<file path="src/rtl/sr_multiplier_nb_if.sv">
// Start/operand/result bundle for sr_multiplier_nb.
// master drives btn, signed_mode, a, b; slave returns prod, busy, done.
interface sr_multiplier_nb_if #(
    parameter int N = 5
);
    logic           btn;
    logic           signed_mode;
    logic [N-1:0]   a;
    logic [N-1:0]   b;
    logic [2*N-1:0] prod;
    logic           busy;
    logic           done;

    modport master (
        output btn, signed_mode, a, b,
        input  prod, busy, done
    );

    modport slave (
        input  btn, signed_mode, a, b,
        output prod, busy, done
    );
endinterface

</file>
<file path="src/rtl/sr_multiplier_nb.sv">
// Sequential shift-and-add N x N multiplier, signed or unsigned, edge-started.
// Ports: clk, rst_n (async low), bus.slave: btn/signed_mode/a/b in, prod/busy/done out.
module sr_multiplier_nb #(
    parameter int N     = 5,
    parameter int CNT_W = 3
) (
    input  logic               clk,
    input  logic               rst_n,
    sr_multiplier_nb_if.slave  bus
);
    typedef enum logic [1:0] {
        S_IDLE,
        S_RUN,
        S_SIGN,
        S_DONE
    } state_t;

    localparam logic [CNT_W-1:0] LAST = CNT_W'(N - 1);

    state_t           state;
    logic             btn_q;
    logic             neg;
    logic [N-1:0]     mag_a;
    logic [CNT_W-1:0] cnt;
    logic [2*N-1:0]   prod_q;
    // Upper N+1 bits: accumulator with carry; lower N bits: remaining multiplier.
    logic [2*N:0]     p;

    logic             start;
    logic [N-1:0]     abs_a;
    logic [N-1:0]     abs_b;
    logic [N:0]       sum;

    assign start = bus.btn & ~btn_q;

    // |-2^(N-1)| wraps to 2^(N-1), which is still correct read as unsigned.
    always_comb begin
        abs_a = bus.a;
        abs_b = bus.b;
        if (bus.signed_mode && bus.a[N-1]) abs_a = ~bus.a + N'(1);
        if (bus.signed_mode && bus.b[N-1]) abs_b = ~bus.b + N'(1);
    end

    assign sum = p[2*N:N] + {1'b0, mag_a};

    always_ff @(posedge clk or negedge rst_n) begin
        if (!rst_n) begin
            state  <= S_IDLE;
            btn_q  <= 1'b0;
            neg    <= 1'b0;
            mag_a  <= '0;
            cnt    <= '0;
            prod_q <= '0;
            p      <= '0;
        end else begin
            btn_q <= bus.btn;
            unique case (state)
                S_IDLE: begin
                    if (start) begin
                        mag_a <= abs_a;
                        p     <= {{(N+1){1'b0}}, abs_b};
                        neg   <= bus.signed_mode & (bus.a[N-1] ^ bus.b[N-1]);
                        cnt   <= '0;
                        state <= S_RUN;
                    end
                end
                S_RUN: begin
                    if (p[0]) p <= {1'b0, sum, p[N-1:1]};
                    else      p <= p >> 1;
                    cnt <= cnt + 1'b1;
                    if (cnt == LAST) state <= S_SIGN;
                end
                S_SIGN: begin
                    prod_q <= neg ? (~p[2*N-1:0] + (2*N)'(1))
                                  : p[2*N-1:0];
                    state  <= S_DONE;
                end
                S_DONE: state <= S_IDLE;
                default: state <= S_IDLE;
            endcase
        end
    end

    assign bus.prod = prod_q;
    assign bus.busy = (state == S_RUN) || (state == S_SIGN);
    assign bus.done = (state == S_DONE);
endmodule

</file>
<file path="src/flat_wrapper.sv">
// flat-port wrapper written by rule: the top's interface ports become plain ports
module sr_multiplier_nb_flat 
#(
    parameter int N     = 5,
    parameter int CNT_W = 3
)
  (clk, rst_n, bus_btn, bus_signed_mode, bus_a, bus_b, bus_prod, bus_busy, bus_done);
  sr_multiplier_nb_if #(.N(N)) bus_i ();
  input  logic clk;
  input  logic rst_n;
  input wire logic [$bits(bus_i.btn)-1:0] bus_btn;
  input wire logic [$bits(bus_i.signed_mode)-1:0] bus_signed_mode;
  input wire logic [$bits(bus_i.a)-1:0] bus_a;
  input wire logic [$bits(bus_i.b)-1:0] bus_b;
  output wire logic [$bits(bus_i.prod)-1:0] bus_prod;
  output wire logic [$bits(bus_i.busy)-1:0] bus_busy;
  output wire logic [$bits(bus_i.done)-1:0] bus_done;
  assign bus_i.btn = bus_btn;
  assign bus_i.signed_mode = bus_signed_mode;
  assign bus_i.a = bus_a;
  assign bus_i.b = bus_b;
  assign bus_prod = bus_i.prod;
  assign bus_busy = bus_i.busy;
  assign bus_done = bus_i.done;
  sr_multiplier_nb #(.N(N), .CNT_W(CNT_W)) u_core (.clk(clk), .rst_n(rst_n), .bus(bus_i));
endmodule
</file>
<file path="config.mk">
export PLATFORM = sky130hd
export DESIGN_NAME = sr_multiplier_nb_flat
export DESIGN_NICKNAME = d
export VERILOG_FILES = /design/src/rtl/sr_multiplier_nb_if.sv /design/src/rtl/sr_multiplier_nb.sv /design/src/flat_wrapper.sv
export SDC_FILE = /design/constraint.sdc
export NUM_CORES = 1
export LEC_CHECK = 0
export ABC_AREA = 0
export CAP_MARGIN = 20
export CORE_MARGIN = 4
export CORE_UTILIZATION = 54
export CTS_CLUSTER_DIAMETER = 80
export DETAILED_ROUTE_END_ITERATION = 10
export GPL_TIMING_DRIVEN = 1
export PLACE_DENSITY = 0.79
export RECOVER_POWER = 25
export SYNTH_ARGS = -nofsm -noshare
export SYNTH_HDL_FRONTEND = slang
export SYNTH_SLANG_ARGS = --single-unit
</file>
<file path="constraint.sdc">
create_clock -name clk -period 2.4 [get_ports clk]
set_clock_uncertainty 0.2 [all_clocks]
set_input_delay 0.36 -clock clk [delete_from_list [all_inputs] [get_ports clk]]
set_output_delay 0.36 -clock clk [all_outputs]
set_load 0.1 [all_outputs]
</file>
## Yosys cells after proc, flatten, opt, wreduce, memory -nomap -nowiden

Cells that the tools add are included.

| word-level totals | value |
|---|---|
| register bits after elaboration | 33 |
| input bits | 14 |
| output and inout bits | 12 |
| logic and storage cells | 44 |

| cells by class | value |
|---|---|
| $add $sub $neg | 5 |
| eq/ne operators | 6 |
| mux-type cells | 11 |
| bitwise logic cells | 7 |
| reductions and logical operators | 8 |

Operators with widths:

| kind | count |
|---|---|
| $pmux W11 S2 | 1 |
| $mux W10 | 2 |
| $mux W11 | 1 |
| $add A10 B1 Y10 const B | 1 |
| $add A5 B1 Y5 const B | 2 |
| $mux W5 | 2 |
| $not A10 Y10 | 1 |
| $not A5 Y5 | 2 |
| $pmux W2 S4 | 1 |
| $add A6 B5 Y6 | 1 |
| $pmux W3 S2 | 1 |
| $reduce_and A2 Y1 | 3 |
| $eq A2 B2 Y1 const B | 2 |
| $mux W2 | 2 |
| $ne A2 B1 Y1 const B | 2 |
| $add A3 B1 Y3 const B | 1 |
| $eq A3 B3 Y1 const B | 1 |
| $mux W3 | 1 |
| $and A1 B1 Y1 | 2 |
| $eq A2 B1 Y1 const B | 1 |
| $logic_and A1 B1 Y1 | 2 |
| $logic_not A2 Y1 | 1 |
| $reduce_bool A2 Y1 | 1 |
| $logic_or A1 B1 Y1 | 1 |
| 2 further kinds | 2 |

## Logic depth before layout (Yosys ltp)

| logic depth | value |
|---|---|
| word-level depth | 5 |
| depth in mapped cells | 8 |
| mapped depth without buffers | 6 |

## Least setup slack after synthesis

Ideal clock, no wire load.

| timing | value |
|---|---|
| kind | register to register |
| from | reg u_core.p[0] |
| to | reg u_core.prod_q[6], in the netlist u_core.bus.prod[6] |
| library setup time | 0.137 ns |
| arrival time | 1.655 ns |
| required time | 2.063 ns |
| path slack | 0.408 ns |
| stages on the path, launching flop included | 8 |
| buffers on the path | 1 |
| period minus slack after synthesis | 1.992 ns |
| path through | dfrtp_1 > buf_2 > inv_1 > ha_1 > or3b_2 > o31ai_1 > xor2_1 > a21oi_1 |

| between the ends | value |
|---|---|
| word-level cells in the longest chain between the ends | 3 |

Ends and longest elaborated chain:

| item | RTL line | text |
|---|---|---|
| from (decl) | sr_multiplier_nb.sv:27 | `logic [2*N:0] p;` |
| from (signal assigned) | sr_multiplier_nb.sv:61 | `p <= {{(N+1){1'b0}}, abs_b};` |
| from (signal assigned) | sr_multiplier_nb.sv:68 | `if (p[0]) p <= {1'b0, sum, p[N-1:1]};` |
| from (signal assigned) | sr_multiplier_nb.sv:69 | `else p <= p >> 1;` |
| $not A10 Y10 | sr_multiplier_nb.sv:74 | `prod_q <= neg ? (~p[2*N-1:0] + (2*N)'(1))` |
| $add A10 B1 Y10 | sr_multiplier_nb.sv:74 |  |
| $mux W10 | sr_multiplier_nb.sv:74 |  |
| to (signal assigned) | sr_multiplier_nb.sv:74 |  |
| to (decl) | sr_multiplier_nb.sv:25 | `logic [2*N-1:0] prod_q;` |

No other way between the ends.
A chain may end at the register's enable or synchronous reset.

## Worst setup path after layout

| timing | value |
|---|---|
| from | reg u_core.p[5] |
| to | reg u_core.p[8] |

| between the ends | value |
|---|---|
| word-level cells in the longest chain between the ends | 3 |

Ends and longest elaborated chain:

| item | RTL line | text |
|---|---|---|
| $add A6 B5 Y6 | sr_multiplier_nb.sv:44 | `assign sum = p[2*N:N] + {1'b0, mag_a};` |
| $mux W10 | sr_multiplier_nb.sv:68 |  |
| $pmux W11 S2 | sr_multiplier_nb.sv:57 | `unique case (state)` |

No other way between the ends.

==> impl_results.md <==
- R2R Path Start: u_core.p[5]
- IO buf count: 25
- Core Box Area: approximately 3300 um^2
- Largest family of logic cells by synthesized area: compound AO/OA/AOI/OAI gates
- Yosys reg bits: 32
- Synth Area in Compound Gates: 0.184
- DRT antenna net count: 0
- RR Endpoint: u_core.p[8]
- Total die area: between 4000 and 5000 um^2
- Mapped Nets: between 200 and 250
- Largest net degree at the start of global routing: 33
- Synthesized instance count: between 150 and 200
- Most common cell after layout, fill and taps aside: dfrtp_1
- Mux cell area share after synthesis: 0.0463
- Final Setup Violations: 0
- WL/cell: about 15 um
- Hold path depth: 2
- Top cell family by delay on the critical path: adder cells
- Met3 global-route usage: 0.0320
- Crit path launch type: flip-flop
- TritonRoute pass-1 iters: 4
- Cell area after synthesis: ~1900 um^2
- Ratio of cells with drive above 1 in the final layout: 0.149
- Critical path, cell by cell: ha_1, fa_1, a21o_1, a21oi_1, xor2_1, o21ai_0
- Die W: ~67 um
- GRT busiest layer: met2
- Post-Synth Simple-Gate Area: 0.104
- Vias/cell: around 5.7
- Final Net Count: ~240
- Initial antenna violation count: 0
- Worst Path Required: roughly 2.4 ns
- Post-CTS Hold Fix Bufs: 0
- Initial DRC Count: a little over 80
- Slew Viols, Final: 0
- Post-Synth Adder-Cell Area: 0.105
- Total Wirelength: between 3000 and 4000 um
- Diode count: 0
- CTS buffer count: 5
- Row count: 21
- Worst skew pair latency: 0.34 ns
- Crit-path max cell delay: about 0.47 ns
- Clk slew on worst S/H paths: about 0.10 ns
- Total number of vias: 1,488
- Global routing usage on met1: 0.226
- Synth Area in XOR/XNOR: 0.0798
- IO Count: 26
- Rel. slew slack: 0.485
- Max-cap violations: 0
- Crit Path Class: flip-flop to flip-flop
- Worst-margin pin slew: 0.773 ns
- Worst-case reg-to-reg path depth: 6
- Cell variety after synth: 35
- Clock Path Buffers: 2
- Vias in the first global route: about 1.5k
- RSZ-0062 raised after global routing: no
- Gr usage total: 0.210
- Hpwl dp: about 3000 um
- Setup total negative slack: 0 ns
- Most frequent cells in the layout: 32 x dfrtp_1, 17 x inv_1, 16 x nor2_1
- Worst Hold End: u_core.mag_a[2]
- CTS tree: yes
- R2R Setup Slk: approximately 0.34 ns
- Crit Path Max Fanout: 7
- Die H: 66.8 um
- Drt drc: 0
- Crit path DAT: 2.08 ns
- H-tree levels: 2
- Ys Warns: 0
- Global-route congestion overflow total: 0
- GPL Wtd Cong: between 0.8 and 0.9
- Synth-to-Final Area Change: 18.1%
- Final min period: 2.06 ns
- Crit end category: flip-flop
- Post-synthesis average cell area: around 10 um^2
- Clock sinks: 32
- Hold Path Class: flip-flop to flip-flop
- First-pass GRT wire length: just under 7000 um
- WP buf/inv: 0
- Hold path start: u_core.mag_a[2]
- Fin crit share: 0.856
- Seq/Total Area, Yosys: 0.429
- Slowest cell on crit path: dfrtp_1
- CTS root buffer: clkbuf_4
- Met2 usage: 0.391
- Max Clock Freq: 0.487 GHz
- Status: complete, no violations
- Final hold vios: 0
- Initial Utilization: 0.559
flip-flops by register name, indices dropped and copies added, names as in the netlist:
| signal | cells |
|---|---|
| u_core.btn_q | 1 |
| u_core.mag_a | 5 |
| u_core.p | 10 |
| u_core.neg | 1 |
| u_core.bus.prod | 10 |
| u_core.cnt | 3 |
| u_core.state | 2 |
what timing repair did:
item	CTS	global route
setup buffers	0	0
resized for setup	0	1
endpoints found under the setup margin	0	2
metal layers:
| metal | vias up | routed length, um |
|---|---|---|
| met4 | 0 | 124 |
| li1 | 710 | - |
| met3 | 11 | 255 |
| met5 | - | 0 |
| met2 | 56 | 2090 |
| met1 | 711 | 1460 |
cell type report:
type,instances,area [um^2]
Clock buffer,8,58.8
Fill cell,282,1130
Inverter,17,63.8
Multi-Input combinational cell,130,970
Sequential cell,32,801
Tap cell,46,57.6
Timing Repair Buffer,28,253
Yosys cell counts (all sizes together):
cell	n	area, um^2
inv	17	63.8
nor2b	2	12.5
or2	1	6.26
xor2	10	87.6
or4	2	18.8
nor2	17	63.8
dfrtp	32	801
o21ai	12	60.1
a21o	2	15.0
a21oi	15	75.1
a22o	3	26.3
nand3b	1	7.51
o41ai	1	16.3
nor3	1	5.00
nor3b	2	15.0
and3b	1	8.76
nand2b	1	6.26
o32a	1	10.0
buf	3	15.0
o31ai	5	42.5
mux2	5	56.3
ha	14	175
or3b	1	8.76
o311ai	2	17.5
a32oi	2	17.5
fa	1	20.0
a222oi	4	40.0
a21boi	2	15.0
nand2	11	41.3
xnor2	7	61.3
clkbuf	5	18.8
mux2i	3	30.0
o21a	1	7.51
worst max-delay path by stage:
stage	start	end	slack, ns	depth (start not counted)
floorplan	u_core.p[0]	u_core.bus.prod[6]	0.41	7
global placement	bus_btn	u_core.p[3]	0.23	5
detailed placement	bus_btn	u_core.p[2]	0.14	5
CTS	u_core.state[0]	u_core.p[2]	0.16	6
global route	u_core.p[5]	u_core.p[8]	0.18	6
finish	u_core.p[5]	u_core.p[8]	0.34	6
through the flow:
stage	cell area, um^2	std cells	utilization	worst slack (ns)	hold WS [ns]
global placement	2140	253	0.643	0.234	0.277
floorplan	1870	187	-	0.408	-0.136
detailed placement	2140	253	0.643	0.143	0.299
CTS	2200	261	0.660	0.162	0.220
global route	2200	261	0.660	0.178	0.351
finish	2200	261	0.660	0.345	0.313
logic make-up after synthesis:
kind of cell,count (synthesis)
mux,8
fa+ha+maj,15
flops,32
simple gates,40
buf+inv,25
xor+xnor,17
compound gates,50
tightest hold or removal path, stage by stage (launching register included):
cell and delay (ns):
dfrtp_1 0.37, nand2_1 0.05, o21ai_0 0.07
Power is not shown: default switching activity piles up to over one toggle a cycle in this logic, so the estimate is an artifact.
